`src/rtl/i2s_frame_rx_pkg.sv`:
```
// ============================================================================
// i2s_frame_rx_pkg -- channel encodings, counter widths and helpers. Rev 1.0
// ============================================================================
`default_nettype none

package i2s_frame_rx_pkg;

  localparam logic WS_LEFT  = 1'b0;
  localparam logic WS_RIGHT = 1'b1;

  localparam int CNT_W    = 8;
  localparam int BITCNT_W = 6;

  typedef logic [CNT_W-1:0]    cnt_t;
  typedef logic [BITCNT_W-1:0] bitcnt_t;

  localparam bitcnt_t BITCNT_MAX = '1;

  function automatic cnt_t sat_inc(input cnt_t v);
    return (v == '1) ? v : cnt_t'(v + 1'b1);
  endfunction

endpackage

`default_nettype wire

```
`src/rtl/i2s_sync.sv`:
```
// ============================================================================
// i2s_sync -- 2-FF synchronizer with optional registered rising-edge pulse. Rev 1.0
// ============================================================================
`default_nettype none

module i2s_sync #(
  parameter bit EDGE = 1'b0
) (
  input  logic sys_clk,
  input  logic sys_rst_n,
  input  logic din,
  output logic dout,
  output logic rise
);

  logic [1:0] sync_ff;

  always_ff @(posedge sys_clk or negedge sys_rst_n) begin
    if (!sys_rst_n) begin
      sync_ff <= '0;
    end else begin
      sync_ff <= {sync_ff[0], din};
    end
  end

  assign dout = sync_ff[1];

  generate
    if (EDGE) begin : g_edge
      logic prev;
      logic rise_q;

      always_ff @(posedge sys_clk or negedge sys_rst_n) begin
        if (!sys_rst_n) begin
          prev   <= 1'b0;
          rise_q <= 1'b0;
        end else begin
          prev   <= sync_ff[1];
          rise_q <= sync_ff[1] & ~prev;
        end
      end

      assign rise = rise_q;
    end else begin : g_no_edge
      assign rise = 1'b0;
    end
  endgenerate

endmodule

`default_nettype wire

```
`src/rtl/i2s_frame_rx.sv`:
```
// ============================================================================
// i2s_frame_rx -- I2S slave capture, frame qualification and decimated
// hand-off of {left, right} pairs to the UART sender. Rev 1.0
// ============================================================================
`default_nettype none

module i2s_frame_rx
  import i2s_frame_rx_pkg::*;
#(
  parameter int SAMPLE_BITS = 16,
  parameter int SLOT_BITS   = 32,
  parameter int DECIM       = 4800,
  parameter bit OFFSET      = 1'b1
) (
  input  logic                     sys_clk,
  input  logic                     sys_rst_n,
  input  logic                     i2s_bclk,
  input  logic                     i2s_ws,
  input  logic                     i2s_sd,
  output logic [2*SAMPLE_BITS-1:0] frame_data,
  output logic                     frame_valid,
  input  logic                     frame_ready,
  output logic [CNT_W-1:0]         overflow_cnt,
  output logic [CNT_W-1:0]         short_cnt
);

  localparam int slot_bits_unused = SLOT_BITS;
  localparam bitcnt_t SAMPLE_LAST = bitcnt_t'(SAMPLE_BITS - 1);
  localparam logic [15:0] DEC_LAST = 16'(DECIM - 1);
  localparam logic [SAMPLE_BITS-1:0] MSB_MASK =
    OFFSET ? {1'b1, {(SAMPLE_BITS-1){1'b0}}} : '0;

  logic rise, ws_s, sd_s;
  logic bclk_s_unused, ws_rise_unused, sd_rise_unused;

  i2s_sync #(.EDGE(1'b1)) u_sync_bclk (
    .sys_clk(sys_clk), .sys_rst_n(sys_rst_n), .din(i2s_bclk),
    .dout(bclk_s_unused), .rise(rise)
  );
  i2s_sync #(.EDGE(1'b0)) u_sync_ws (
    .sys_clk(sys_clk), .sys_rst_n(sys_rst_n), .din(i2s_ws),
    .dout(ws_s), .rise(ws_rise_unused)
  );
  i2s_sync #(.EDGE(1'b0)) u_sync_sd (
    .sys_clk(sys_clk), .sys_rst_n(sys_rst_n), .din(i2s_sd),
    .dout(sd_s), .rise(sd_rise_unused)
  );

  logic                   ws_q, new_slot, left_start, left_good;
  bitcnt_t                bit_cnt, idx;
  logic [SAMPLE_BITS-1:0] sh_l, sh_r, sh_l_next, sh_r_next;
  logic [15:0]            dec_cnt;
  logic slot_full, capture, ws_edge, frame_done, frame_good;
  logic candidate, load, drop, short_evt;

  // idx is the position of the bit sampled at this rise within its slot
  assign idx        = new_slot ? '0 :
                      ((bit_cnt == BITCNT_MAX) ? bit_cnt : bitcnt_t'(bit_cnt + 1'b1));
  assign slot_full  = (idx >= SAMPLE_LAST);
  assign capture    = rise && (idx <= SAMPLE_LAST);
  assign ws_edge    = rise && (ws_s != ws_q);
  assign frame_done = ws_edge && (ws_q == WS_RIGHT);
  assign frame_good = frame_done && left_good && slot_full;
  assign candidate  = frame_good && (dec_cnt == DEC_LAST);
  assign load       = candidate && !frame_valid && !frame_ready;
  assign drop       = candidate && !load;
  assign short_evt  = frame_done && !frame_good && left_start;

  assign sh_l_next = (capture && (ws_q == WS_LEFT))  ? {sh_l[SAMPLE_BITS-2:0], sd_s} : sh_l;
  assign sh_r_next = (capture && (ws_q == WS_RIGHT)) ? {sh_r[SAMPLE_BITS-2:0], sd_s} : sh_r;

  always_ff @(posedge sys_clk or negedge sys_rst_n) begin
    if (!sys_rst_n) begin
      ws_q       <= WS_LEFT;
      new_slot   <= 1'b0;
      bit_cnt    <= '0;
      sh_l       <= '0;
      sh_r       <= '0;
      left_start <= 1'b0;
      left_good  <= 1'b0;
    end else if (rise) begin
      ws_q     <= ws_s;
      new_slot <= (ws_s != ws_q);
      bit_cnt  <= idx;
      sh_l     <= sh_l_next;
      sh_r     <= sh_r_next;
      // A left slot only qualifies if it began at a real 1->0 WS edge
      if (ws_edge && (ws_q == WS_LEFT)) begin
        left_good <= left_start && slot_full;
      end
      if (frame_done) begin
        left_start <= 1'b1;
      end
    end
  end

  always_ff @(posedge sys_clk or negedge sys_rst_n) begin
    if (!sys_rst_n) begin
      dec_cnt      <= '0;
      frame_data   <= '0;
      frame_valid  <= 1'b0;
      overflow_cnt <= '0;
      short_cnt    <= '0;
    end else begin
      if (frame_good) begin
        dec_cnt <= (dec_cnt == DEC_LAST) ? '0 : 16'(dec_cnt + 1'b1);
      end
      if (load) begin
        frame_data  <= {sh_l ^ MSB_MASK, sh_r_next ^ MSB_MASK};
        frame_valid <= 1'b1;
      end else if (frame_ready) begin
        frame_valid <= 1'b0;
      end
      if (drop) begin
        overflow_cnt <= sat_inc(overflow_cnt);
      end
      if (short_evt) begin
        short_cnt <= sat_inc(short_cnt);
      end
    end
  end

endmodule

`default_nettype wire

```
`config.mk`:
```
export PLATFORM = sky130hd
export DESIGN_NAME = i2s_frame_rx
export DESIGN_NICKNAME = d
export VERILOG_FILES = /design/src/rtl/i2s_frame_rx_pkg.sv /design/src/rtl/i2s_sync.sv /design/src/rtl/i2s_frame_rx.sv
export SDC_FILE = /design/constraint.sdc
export NUM_CORES = 1
export LEC_CHECK = 0
export CORE_MARGIN = 4
export CORE_UTILIZATION = 30
export DETAILED_ROUTE_END_ITERATION = 10
export DONT_BUFFER_PORTS = 1
export PLACE_DENSITY_LB_ADDON = 0.3
export SYNTH_ARGS = -nofsm -noshare
export SYNTH_HDL_FRONTEND = slang
export SYNTH_HIERARCHICAL = 1
export SYNTH_SLANG_ARGS = --single-unit
```
`constraint.sdc`:
```
create_clock -name sys_clk -period 3.7 [get_ports sys_clk]
set_clock_uncertainty 0.05 [all_clocks]
set_input_delay 0.185 -clock sys_clk [delete_from_list [all_inputs] [get_ports sys_clk]]
set_output_delay 0.185 -clock sys_clk [all_outputs]
set_load 0.02 [all_outputs]
```
==> metrics.cfg, run 1 <==
[detailed_routing]
detail_route.vias_per_cell = 4.77
ant_nets = 0
post_dr_wirelength_cell_um = 14.9
sum_of_routed_wire_segments_on_met1_um = 4260
route.detailed.drc = 0
wl_met3_um = 722
route.top_layer_used = met4
detailedRoute.firstIterationViolations = 174
drt-total-wl_um = 9290
detailroute.via_count = 2971
dr_wl_met2_um = 4170
drt-pass1-iter-count = 4

[place]
gp_congestion = 0.737
place_area_mm2 = 0.00526
post-dp-hpwl_um = 5920
numPortBuffers = 0
dp_worst_setup_slack_ns = 0.823

[worst_setup_path]
worstPathMaxFanout = 32
worst-endpoint-arrival_ns = 3.13
worst_setup_path_end_kind = flop
path_class = flop to flop
startpoint_type = flop
r2r_cells = 6
worst-endpoint-required_ns = 3.95

[floorplanning]
die_area_mm2 = 0.0191
die_width_um = 138
die_h_um = 138
start_util = 0.306
core.rowCount = 47
placeableCoreArea_mm2 = 0.0166
io_pins = 55

[sta]
setup_viol = 0
slew_headroom = 0.448
hold_viol_final = 0
final.period_utilization = 0.779
grt_setup_unrepaired = false
tns_setup_ns = 0
worst_hold_slack_ns = 0.171
timing.fmax_mhz = 347
slew_of_the_pin_with_the_lowest_slew_margin_ns = 0.827
maxSlewViolCount = 0
final_ws_setup_ns = 0.817
final.min_clock_period_ns = 2.88

[finish]
post_route_cells_drive_above_1_share = 0.273
num_antenna_cells = 0
final_nets = 402
design_area_mm2 = 0.00593
area_growth_pct = 16.6

[power_and_ir_drop]
power.static_leakage_nw = 2.61
ir_worst_vdd_uv = 343
powerDensity_mw_per_mm2 = 570

[min_path]
min_path_type = input port to flop
hold-path-cell-count = 4

[clock_tree]
htree_num_levels = 4
cts.sinks = 115
cts_root_buffer = sky130_fd_sc_hd__clkbuf_16
tritoncts_buffer_count = 17
cts_post_setup_buffers_inserted = 0
clock_pin_slew_on_the_worst_setup_and_hold_paths_ns = 0.05
clkLatencyLatePin_ns = 0.41
tritoncts = yes
ctsLongestPathBuffers = 2

[synthesis]
syn-num-nets = 389
syn-cell-area_mm2 = 0.00508
synthesis.yosys.warnings = 6
postSynthAreaPerCell_um2 = 13.4
synthesis.instances = 379

[grt]
via_count_of_the_first_global_routing_pass = 3041
grt_overflow_total = 0
grt_util_all_layers = 0.105
antenna_violations_before_repair = 0
grt_first_pass_wirelength_um = 16200
largest_net_degree_at_the_start_of_global_routing = 116

[outcome]
outcome = finished clean

[run]
cap_violations = 0

area by class of cell:
cell class | count | area (µm²)
sequential | 115 | 2880
multi-input combinational | 243 | 2070
timing repair buffer | 7 | 85.1
clock buffer | 25 | 485
tap | 220 | 275
inverter | 8 | 30.0
clock inverter | 5 | 100
fill | 1666 | 10700
report_power, final:
group          switching (mW)  internal, mW
clock                   0.525          1.10
combinational           0.104         0.131
sequential              0.130          1.39
sequential cells by signal, indices dropped and copies added (netlist names):
name                     cells
bit_cnt                      6
dec_cnt                     16
frame_data                  32
frame_valid                  1
left_good                    1
left_start                   1
new_slot                     1
overflow_cnt                 8
sh_l                        16
sh_r                        16
short_cnt                    8
u_sync_bclk/g_edge.prev      1
u_sync_bclk/rise             1
u_sync_bclk/sync_ff          2
u_sync_sd/sync_ff            2
u_sync_ws/sync_ff            2
ws_q                         1
critical path: stages (launching register included):
cell and delay (ns):
sky130_fd_sc_hd__dfrtp_1 0.42, sky130_fd_sc_hd__ha_1 0.33, sky130_fd_sc_hd__xnor2_1 0.17, sky130_fd_sc_hd__nor2_1 0.41
sky130_fd_sc_hd__o31ai_4 0.26, sky130_fd_sc_hd__nor2_8 0.68, sky130_fd_sc_hd__mux2_2 0.41
what timing repair did:
action | in CTS | in global routing
hold buffers | 6 | 0
gates resized for setup | 0 | 0
hold endpoints to repair | 119 | 0
per-layer routing:
metal	vias to the layer above	GRT usage
li1	1402	-
met4	0	0.0437
met5	-	0
met2	58	0.148
met1	1493	0.135
met3	18	0.0566
metrics by stage:
step | total power [mW] | cells | util
after floorplan | 1.69 | 379 | -
after global placement | 1.73 | 587 | 0.317
after detailed placement | 1.74 | 587 | 0.317
after CTS | 3.43 | 623 | 0.357
after global routing | 3.54 | 623 | 0.357
final | 3.38 | 623 | 0.357
placed cells by master, fill, tap and decap left out, drive strengths merged, types with 6 or more instances in the layout:
master,count
xnor2,19
clkbuf,25
o21ai,16
nand4,7
dfrtp,115
nand2,24
mux2,66
nor2,16
nand3,19
a21oi,11
o31ai,6
and3,9
inv,8
final timing paths:
check | startpoint | endpoint | slack [ns]
worst max-delay path | bit_cnt[0]$_DFFE_PN0P_ | frame_data[1]$_DFFE_PN0P_ | 0.82
worst min-delay path | frame_ready | overflow_cnt[3]$_DFFE_PN0P_ | 0.17
worst max register to register | bit_cnt[0]$_DFFE_PN0P_ | frame_data[1]$_DFFE_PN0P_ | 0.82
worst min register to register | u_sync_bclk/sync_ff[0]$_DFF_PN0_ | u_sync_bclk/sync_ff[1]$_DFF_PN0_ | 0.30
max in group asynchronous | sys_rst_n | sh_l[12]$_DFFE_PN0P_ | 2.81
min in group asynchronous | sys_rst_n | short_cnt[0]$_DFFE_PN0P_ | 0.31
(Power assumes the default switching activity.)
==> run 2, diff against run 1 <==
==> constraint.sdc (replaced) <==
create_clock -name sys_clk -period 2.45 [get_ports sys_clk]
set_clock_uncertainty 0.05 [all_clocks]
set_input_delay 0.1225 -clock sys_clk [delete_from_list [all_inputs] [get_ports sys_clk]]
set_output_delay 0.1225 -clock sys_clk [all_outputs]
set_load 0.02 [all_outputs]
==> run 2 against run 1 <==
The run now ends with hold timing left. Flip-flop and latch count did not move. Global-route usage up 0.31 points. First-iteration DRC count down 4.6%. Non-clock buffer count is 24 higher. Setup slack got worse by 0.71 ns. Combinational power grew 47%. Register-to-register slack worse by 0.71 ns. Power up 47%. Critical path depth up 1. Maximum frequency rose by 23%. Via count up 3.1%. Core utilization rose by 1.1 points. Critical path type unchanged. Largest power group unchanged. Highest routed layer unchanged.
==> metrics.cfg, run 2 (synthesis gave the netlist of run 1 again) <==
[place]
post-place-cells = 611  ; was 587
dp_worst_setup_slack_ns = -0.114  ; was 0.823 ns
numPortBuffers = 0  ; unchanged
gp_congestion = 0.810  ; was 0.737
post-dp-hpwl_um = 6360  ; was 5920 µm

[sta]
final.min_clock_period_ns = 2.34  ; was 2.88 ns
final_ws_setup_ns = 0.110  ; was 0.817 ns
maxSlewViolCount = 0  ; unchanged
setup_viol = 0  ; unchanged
timing.fmax_mhz = 427  ; was 347 MHz
slew_headroom = 0.663  ; was 0.448
slew_of_the_pin_with_the_lowest_slew_margin_ns = 0.500  ; was 0.827 ns
grt_setup_unrepaired = false  ; unchanged
final.period_utilization = 0.955  ; was 0.779
worst_hold_slack_ns = -0.642  ; was 0.171 ns
hold_viol_final = 115  ; was 0

[clock_tree]
tritoncts = yes  ; unchanged
tritoncts_buffer_count = 17  ; unchanged
htree_num_levels = 4  ; unchanged
ctsLongestPathBuffers = 2  ; unchanged
clkLatencyLatePin_ns = 0.41  ; about the same
cts.sinks = 115  ; unchanged
hold_buffers = 4  ; was 6
cts_root_buffer = sky130_fd_sc_hd__clkbuf_16  ; unchanged
clock_pin_slew_on_the_worst_setup_and_hold_paths_ns = 0.05  ; about the same

[worst_setup_path]
endpoint_of_the_worst_register_to_register_path = frame_data[20]$_DFFE_PN0P_  ; was frame_data[1]$_DFFE_PN0P_
critPathTopFamily = simple AND/OR/NAND/NOR gates  ; unchanged
path_class = flop to flop  ; unchanged
cpMaxStageDelayCell = sky130_fd_sc_hd__or4_4  ; was sky130_fd_sc_hd__nor2_8
worst_setup_path_end_kind = flop  ; unchanged
worst-endpoint-arrival_ns = 2.58  ; was 3.13 ns
worstPathMaxFanout = 12  ; was 32
cpPeakStageDelay_ns = 0.54  ; was 0.68 ns
startpoint_type = flop  ; unchanged
crit_buf_inv = 1  ; was 0
reg2reg_from = dec_cnt[1]$_DFFE_PN0P_  ; was bit_cnt[0]$_DFFE_PN0P_
worst-endpoint-required_ns = 2.69  ; was 3.95 ns
path_cells = ha_1 -> and3_1 -> nand3_2 -> or4_4 -> nor2_8 -> clkbuf_16 -> mux2_4  ; was ha_1 -> xnor2_1 -> nor2_1 -> o31ai_4 -> nor2_8 -> mux2_2
regToRegSetupSlack_ns = 0.11  ; was 0.82 ns
timing.critical_path.depth = 7  ; was 6
r2r_cells = 7  ; was 6

[grt]
largest_net_degree_at_the_start_of_global_routing = 116  ; unchanged
via_count_of_the_first_global_routing_pass = 3179  ; was 3041
antenna_violations_before_repair = 0  ; unchanged
grt_util_all_layers = 0.108  ; was 0.105
grt_first_pass_wirelength_um = 16900  ; was 16200 µm
grt_overflow_total = 0  ; unchanged

[detailed_routing]
dr_wl_met2_um = 4450  ; was 4170 µm
drt-total-wl_um = 9810  ; was 9290 µm
route.detailed.drc = 0  ; unchanged
sum_of_routed_wire_segments_on_met1_um = 4640  ; was 4260 µm
wl_met3_um = 600  ; was 722 µm
ant_nets = 0  ; unchanged
post_dr_wirelength_cell_um = 15.1  ; was 14.9 µm
route.top_layer_used = met4  ; unchanged
detailroute.via_count = 3064  ; was 2971
drt-pass1-iter-count = 4  ; unchanged
detailedRoute.firstIterationViolations = 166  ; was 174
detail_route.vias_per_cell = 4.73  ; was 4.77

[floorplanning]
die_h_um = 138  ; unchanged
io_pins = 55  ; unchanged
placeableCoreArea_mm2 = 0.0166  ; unchanged
die_area_mm2 = 0.0191  ; unchanged
core.rowCount = 47  ; unchanged
die_width_um = 138  ; unchanged
start_util = 0.306  ; unchanged

[finish]
final_cell_mix = sky130_fd_sc_hd__dfrtp_1 (115), sky130_fd_sc_hd__mux2_2 (38), sky130_fd_sc_hd__mux2_4 (28)  ; unchanged
final_util = 0.369  ; was 0.357
layout_commonest_cell = sky130_fd_sc_hd__dfrtp_1  ; unchanged
largest_reg_flops = 32  ; unchanged
num_antenna_cells = 0  ; unchanged
area_used_by_multi_input_combinational_logic_mm2 = 0.00208  ; was 0.00207 mm²
max_flop_register = frame_data  ; unchanged
sequential_cell_area_mm2 = 0.00288  ; unchanged
count_of_fill_cells_added_during_filler_insertion = 1591  ; was 1666
area_growth_pct = 20.3  ; was 16.6%
final_nets = 426  ; was 402
post_route_cells_drive_above_1_share = 0.334  ; was 0.273
final_cells = 648  ; was 623

[outcome]
outcome = complete, but fails checks  ; was finished clean
failing_checks = hold timing

[power_and_ir_drop]
powerDensity_mw_per_mm2 = 810  ; was 570 mW/mm²
power.static_leakage_nw = 2.73  ; was 2.61 nW
ir_worst_vdd_uv = 438  ; was 343 µV

[run]
cap_violations = 0  ; unchanged

[min_path]
min_path_type = input port to async pin  ; was input port to flop

-- run 2: cell count changes in the layout (fill, tap and decap cells not counted), moves of 2 or more --
cell	previous run	this run
sky130_fd_sc_hd__buf_12	0	2
sky130_fd_sc_hd__clkinv_2	2	6
sky130_fd_sc_hd__bufinv_16	3	1
sky130_fd_sc_hd__clkinvlp_4	0	3
sky130_fd_sc_hd__buf_4	1	24
sky130_fd_sc_hd__clkbuf_1	5	0
-- run 2: what timing repair did --
action,in CTS,in global routing
buffers inserted,0,1
endpoints found under the hold margin,119,115
gates resized for setup,1,2
setup endpoints to repair,15,27
pin swaps,0,2
cloned,0,1
-- run 2: per-stage QoR --
stage / area [µm²] / power (mW) / hold WS [ns] / TNS (ns)
final: 6110 / 4.95 / -0.642 / 0
after global routing: 6110 / 5.18 / -0.666 / 0
after CTS: 6080 / 5.01 / -0.659 / 0
after detailed placement: 5470 / 2.66 / -0.216 / -1.56
after global placement: 5470 / 2.64 / -0.216 / -1.12
after floorplan: 5080 / 2.55 / -0.223 / 0
-- run 2: report_power, final --
group,internal (mW),switching [mW]
combinational,0.209,0.135
sequential,2.09,0.188
clock,1.48,0.844
-- run 2: per-layer routing --
metal | vias to the layer above | global-route usage
met5 | - | 0
met4 | 0 | 0.0426
met3 | 14 | 0.0473
met2 | 62 | 0.156
met1 | 1535 | 0.144
li1 | 1453 | -
-- run 2: how the worst max path moves through the flow --
stage	endpoint	start	slack (ns)
floorplan	frame_data[10]$_DFFE_PN0P_	bit_cnt[0]$_DFFE_PN0P_	0.04
global route	frame_data[20]$_DFFE_PN0P_	dec_cnt[1]$_DFFE_PN0P_	0.01
global placement	frame_data[1]$_DFFE_PN0P_	bit_cnt[0]$_DFFE_PN0P_	-0.08
finish	frame_data[20]$_DFFE_PN0P_	dec_cnt[1]$_DFFE_PN0P_	0.11
CTS	frame_data[25]$_DFFE_PN0P_	bit_cnt[0]$_DFFE_PN0P_	0.05
detailed placement	frame_data[9]$_DFFE_PN0P_	bit_cnt[0]$_DFFE_PN0P_	-0.11
-- run 2: area by class of cell --
class,instances,share of cell area
clock buffers,21,0.0786
clock inverters,10,0.0135
inverters,8,0.00491
multi-input cells,243,0.341
flip-flops and latches,115,0.471
well taps,220,0.0450
repair buffers,31,0.0467
==> run 3, diff against run 2 <==
--- a/config.mk
+++ b/config.mk
@@ -5,7 +5,7 @@
 export SDC_FILE = /design/constraint.sdc
 export NUM_CORES = 1
 export LEC_CHECK = 0
-export CORE_MARGIN = 4
+export CORE_MARGIN = 2
 export CORE_UTILIZATION = 30
 export DETAILED_ROUTE_END_ITERATION = 10
 export DONT_BUFFER_PORTS = 1
==> run 3 against run 2 <==
Via count up 0.62%. Register-to-register slack about the same. Power down 1.7%. Cell count up 0.77%. Maximum frequency about the same. Combinational power up 2%. Non-clock buffer count up 4. Final area about the same. Clock-buffer cell count unchanged. The flow still finishes with violations (hold timing).
==> metrics.cfg, run 3 (synthesis gave the netlist of run 1 again) <==
[outcome]
outcome = complete, but fails checks  ; unchanged
failing_checks = hold timing  ; unchanged

[sta]
worst_hold_slack_ns = -0.631  ; was -0.642 ns
grt_setup_unrepaired = false  ; unchanged
slew_of_the_pin_with_the_lowest_slew_margin_ns = 0.556  ; was 0.500 ns
final.period_utilization = 0.955  ; about the same
timing.fmax_mhz = 428  ; was 427 MHz
slew_headroom = 0.626  ; was 0.663
final_ws_setup_ns = 0.111  ; was 0.110 ns
hold_viol_final = 115  ; unchanged
maxSlewViolCount = 0  ; unchanged
setup_viol = 0  ; unchanged
final.min_clock_period_ns = 2.34  ; about the same

[detailed_routing]
route.detailed.drc = 0  ; unchanged
post_dr_wirelength_cell_um = 15.1  ; about the same
ant_nets = 0  ; unchanged
drt-total-wl_um = 9830  ; was 9810 µm
detailedRoute.firstIterationViolations = 114  ; was 166
detailroute.via_count = 3083  ; was 3064
drt-pass1-iter-count = 5  ; was 4
detail_route.vias_per_cell = 4.72  ; was 4.73

[clock_tree]
cts_root_buffer = sky130_fd_sc_hd__clkbuf_16  ; unchanged
clock_pin_slew_on_the_worst_setup_and_hold_paths_ns = 0.05  ; about the same
htree_num_levels = 4  ; unchanged
tritoncts = yes  ; unchanged
cts.sinks = 115  ; unchanged
ctsLongestPathBuffers = 2  ; unchanged
clkLatencyLatePin_ns = 0.41  ; about the same
tritoncts_buffer_count = 17  ; unchanged
hold_buffers = 4  ; unchanged

[run]
cap_violations = 0  ; unchanged

[grt]
grt_first_pass_wirelength_um = 16600  ; was 16900 µm
largest_net_degree_at_the_start_of_global_routing = 116  ; unchanged
grt_util_all_layers = 0.118  ; was 0.108
antenna_violations_before_repair = 0  ; unchanged
grt_overflow_total = 0  ; unchanged
via_count_of_the_first_global_routing_pass = 3273  ; was 3179

[floorplanning]
die_width_um = 134  ; was 138 µm
placeableCoreArea_mm2 = 0.0166  ; unchanged
die_area_mm2 = 0.0180  ; was 0.0191 mm²
core.rowCount = 47  ; unchanged
start_util = 0.306  ; unchanged
io_pins = 55  ; unchanged
die_h_um = 134  ; was 138 µm

[finish]
post_route_cells_drive_above_1_share = 0.335  ; was 0.334
sequential_cell_area_mm2 = 0.00288  ; unchanged
area_growth_pct = 20.4  ; was 20.3%
area_used_by_multi_input_combinational_logic_mm2 = 0.00209  ; was 0.00208 mm²
layout_commonest_cell = sky130_fd_sc_hd__dfrtp_1  ; unchanged
final_cell_mix = sky130_fd_sc_hd__dfrtp_1 (115), sky130_fd_sc_hd__mux2_2 (38), sky130_fd_sc_hd__mux2_4 (28), sky130_fd_sc_hd__buf_4 (28), sky130_fd_sc_hd__nand2_1 (24)  ; was sky130_fd_sc_hd__dfrtp_1 (115), sky130_fd_sc_hd__mux2_2 (38), sky130_fd_sc_hd__mux2_4 (28)
final_nets = 430  ; was 426
num_antenna_cells = 0  ; unchanged
max_flop_register = frame_data  ; unchanged
largest_reg_flops = 32  ; unchanged
design_area_mm2 = 0.00612  ; was 0.00611 mm²
count_of_fill_cells_added_during_filler_insertion = 1631  ; was 1591

[worst_setup_path]
worst_setup_path_end_kind = flop  ; unchanged
path_class = flop to flop  ; unchanged
worstPathMaxFanout = 16  ; was 12
startpoint_type = flop  ; unchanged
timing.critical_path.from = dec_cnt[0]$_DFFE_PN0P_  ; was dec_cnt[1]$_DFFE_PN0P_
regToRegSetupSlack_ns = 0.11  ; about the same
endpoint_of_the_worst_register_to_register_path = frame_data[0]$_DFFE_PN0P_  ; was frame_data[20]$_DFFE_PN0P_
endpoint = frame_data[0]$_DFFE_PN0P_  ; was frame_data[20]$_DFFE_PN0P_
r2r_cells = 7  ; unchanged
worst-endpoint-required_ns = 2.68  ; was 2.69 ns
worst-endpoint-arrival_ns = 2.57  ; was 2.58 ns
reg2reg_from = dec_cnt[0]$_DFFE_PN0P_  ; was dec_cnt[1]$_DFFE_PN0P_

[power_and_ir_drop]
ir_worst_vdd_uv = 490  ; was 438 µV
power.static_leakage_nw = 2.73  ; about the same
powerDensity_mw_per_mm2 = 795  ; was 810 mW/mm²

[min_path]
min_path_type = input port to async pin  ; unchanged

[place]
post-dp-hpwl_um = 6480  ; was 6360 µm
dp_worst_setup_slack_ns = -0.136  ; was -0.114 ns
gp_congestion = 0.790  ; was 0.810
numPortBuffers = 0  ; unchanged
place_area_mm2 = 0.00553  ; was 0.00547 mm²

-- run 3: worst min-delay path by stage --
stage,endpoint,cells after the start
finish,dec_cnt[11]$_DFFE_PN0P_,0
global route,dec_cnt[11]$_DFFE_PN0P_,0
CTS,overflow_cnt[2]$_DFFE_PN0P_,0
detailed placement,dec_cnt[11]$_DFFE_PN0P_,0
global placement,dec_cnt[11]$_DFFE_PN0P_,0
floorplan,bit_cnt[0]$_DFFE_PN0P_,0
-- run 3: power by group --
group,switching [mW],internal (mW)
registers,0.186,2.09
clock network,0.833,1.40
logic,0.137,0.213
-- run 3: cell type report --
cell class              instances  area share
flip-flops and latches        115       0.470
multi-input cells             243       0.341
clock buffers                  21      0.0736
repair buffers                 35      0.0507
well taps                     220      0.0450
clock inverters                11      0.0143
inverters                       8     0.00491
-- run 3: through the flow --
step / cells / power [mW] / setup TNS (ns) / utilization
6_report: 653 / 4.87 / 0 / 0.369
3_5_place_dp: 617 / 2.67 / -1.89 / 0.333
2_1_floorplan: 379 / 2.55 / 0 / -
5_1_grt: 653 / 5.10 / 0 / 0.369
4_1_cts: 653 / 4.95 / 0 / 0.368
3_3_place_gp: 617 / 2.64 / -1.43 / 0.333
-- run 3: what timing repair did --
action,CTS,global route
buffers inserted,0,0
setup endpoints to repair,15,2
gates resized for setup,1,2
endpoints found under the hold margin,119,115
-- run 3: worst max-delay path: stages, from the launching register on --
cell and delay [ns]:
sky130_fd_sc_hd__dfrtp_1 0.40, sky130_fd_sc_hd__ha_1 0.21, sky130_fd_sc_hd__and3_1 0.23, sky130_fd_sc_hd__nand3_2 0.10, sky130_fd_sc_hd__or4_4 0.54, sky130_fd_sc_hd__nor2_8 0.14
sky130_fd_sc_hd__buf_12 0.18, sky130_fd_sc_hd__mux2_2 0.34
-- run 3: per-layer routing --
| layer | vias to the layer above | GRT usage | share of wire | wire length (µm) |
|---|---|---|---|---|
| met1 | 1565 | 0.146 | 0.46 | 4490 |
| met5 | - | 0 | 0 | 0 |
| li1 | 1453 | - | - | - |
| met3 | 6 | 0.0514 | 0.060 | 586 |
| met2 | 59 | 0.180 | 0.47 | 4640 |
| met4 | 0 | 0.0462 | 0.011 | 110 |
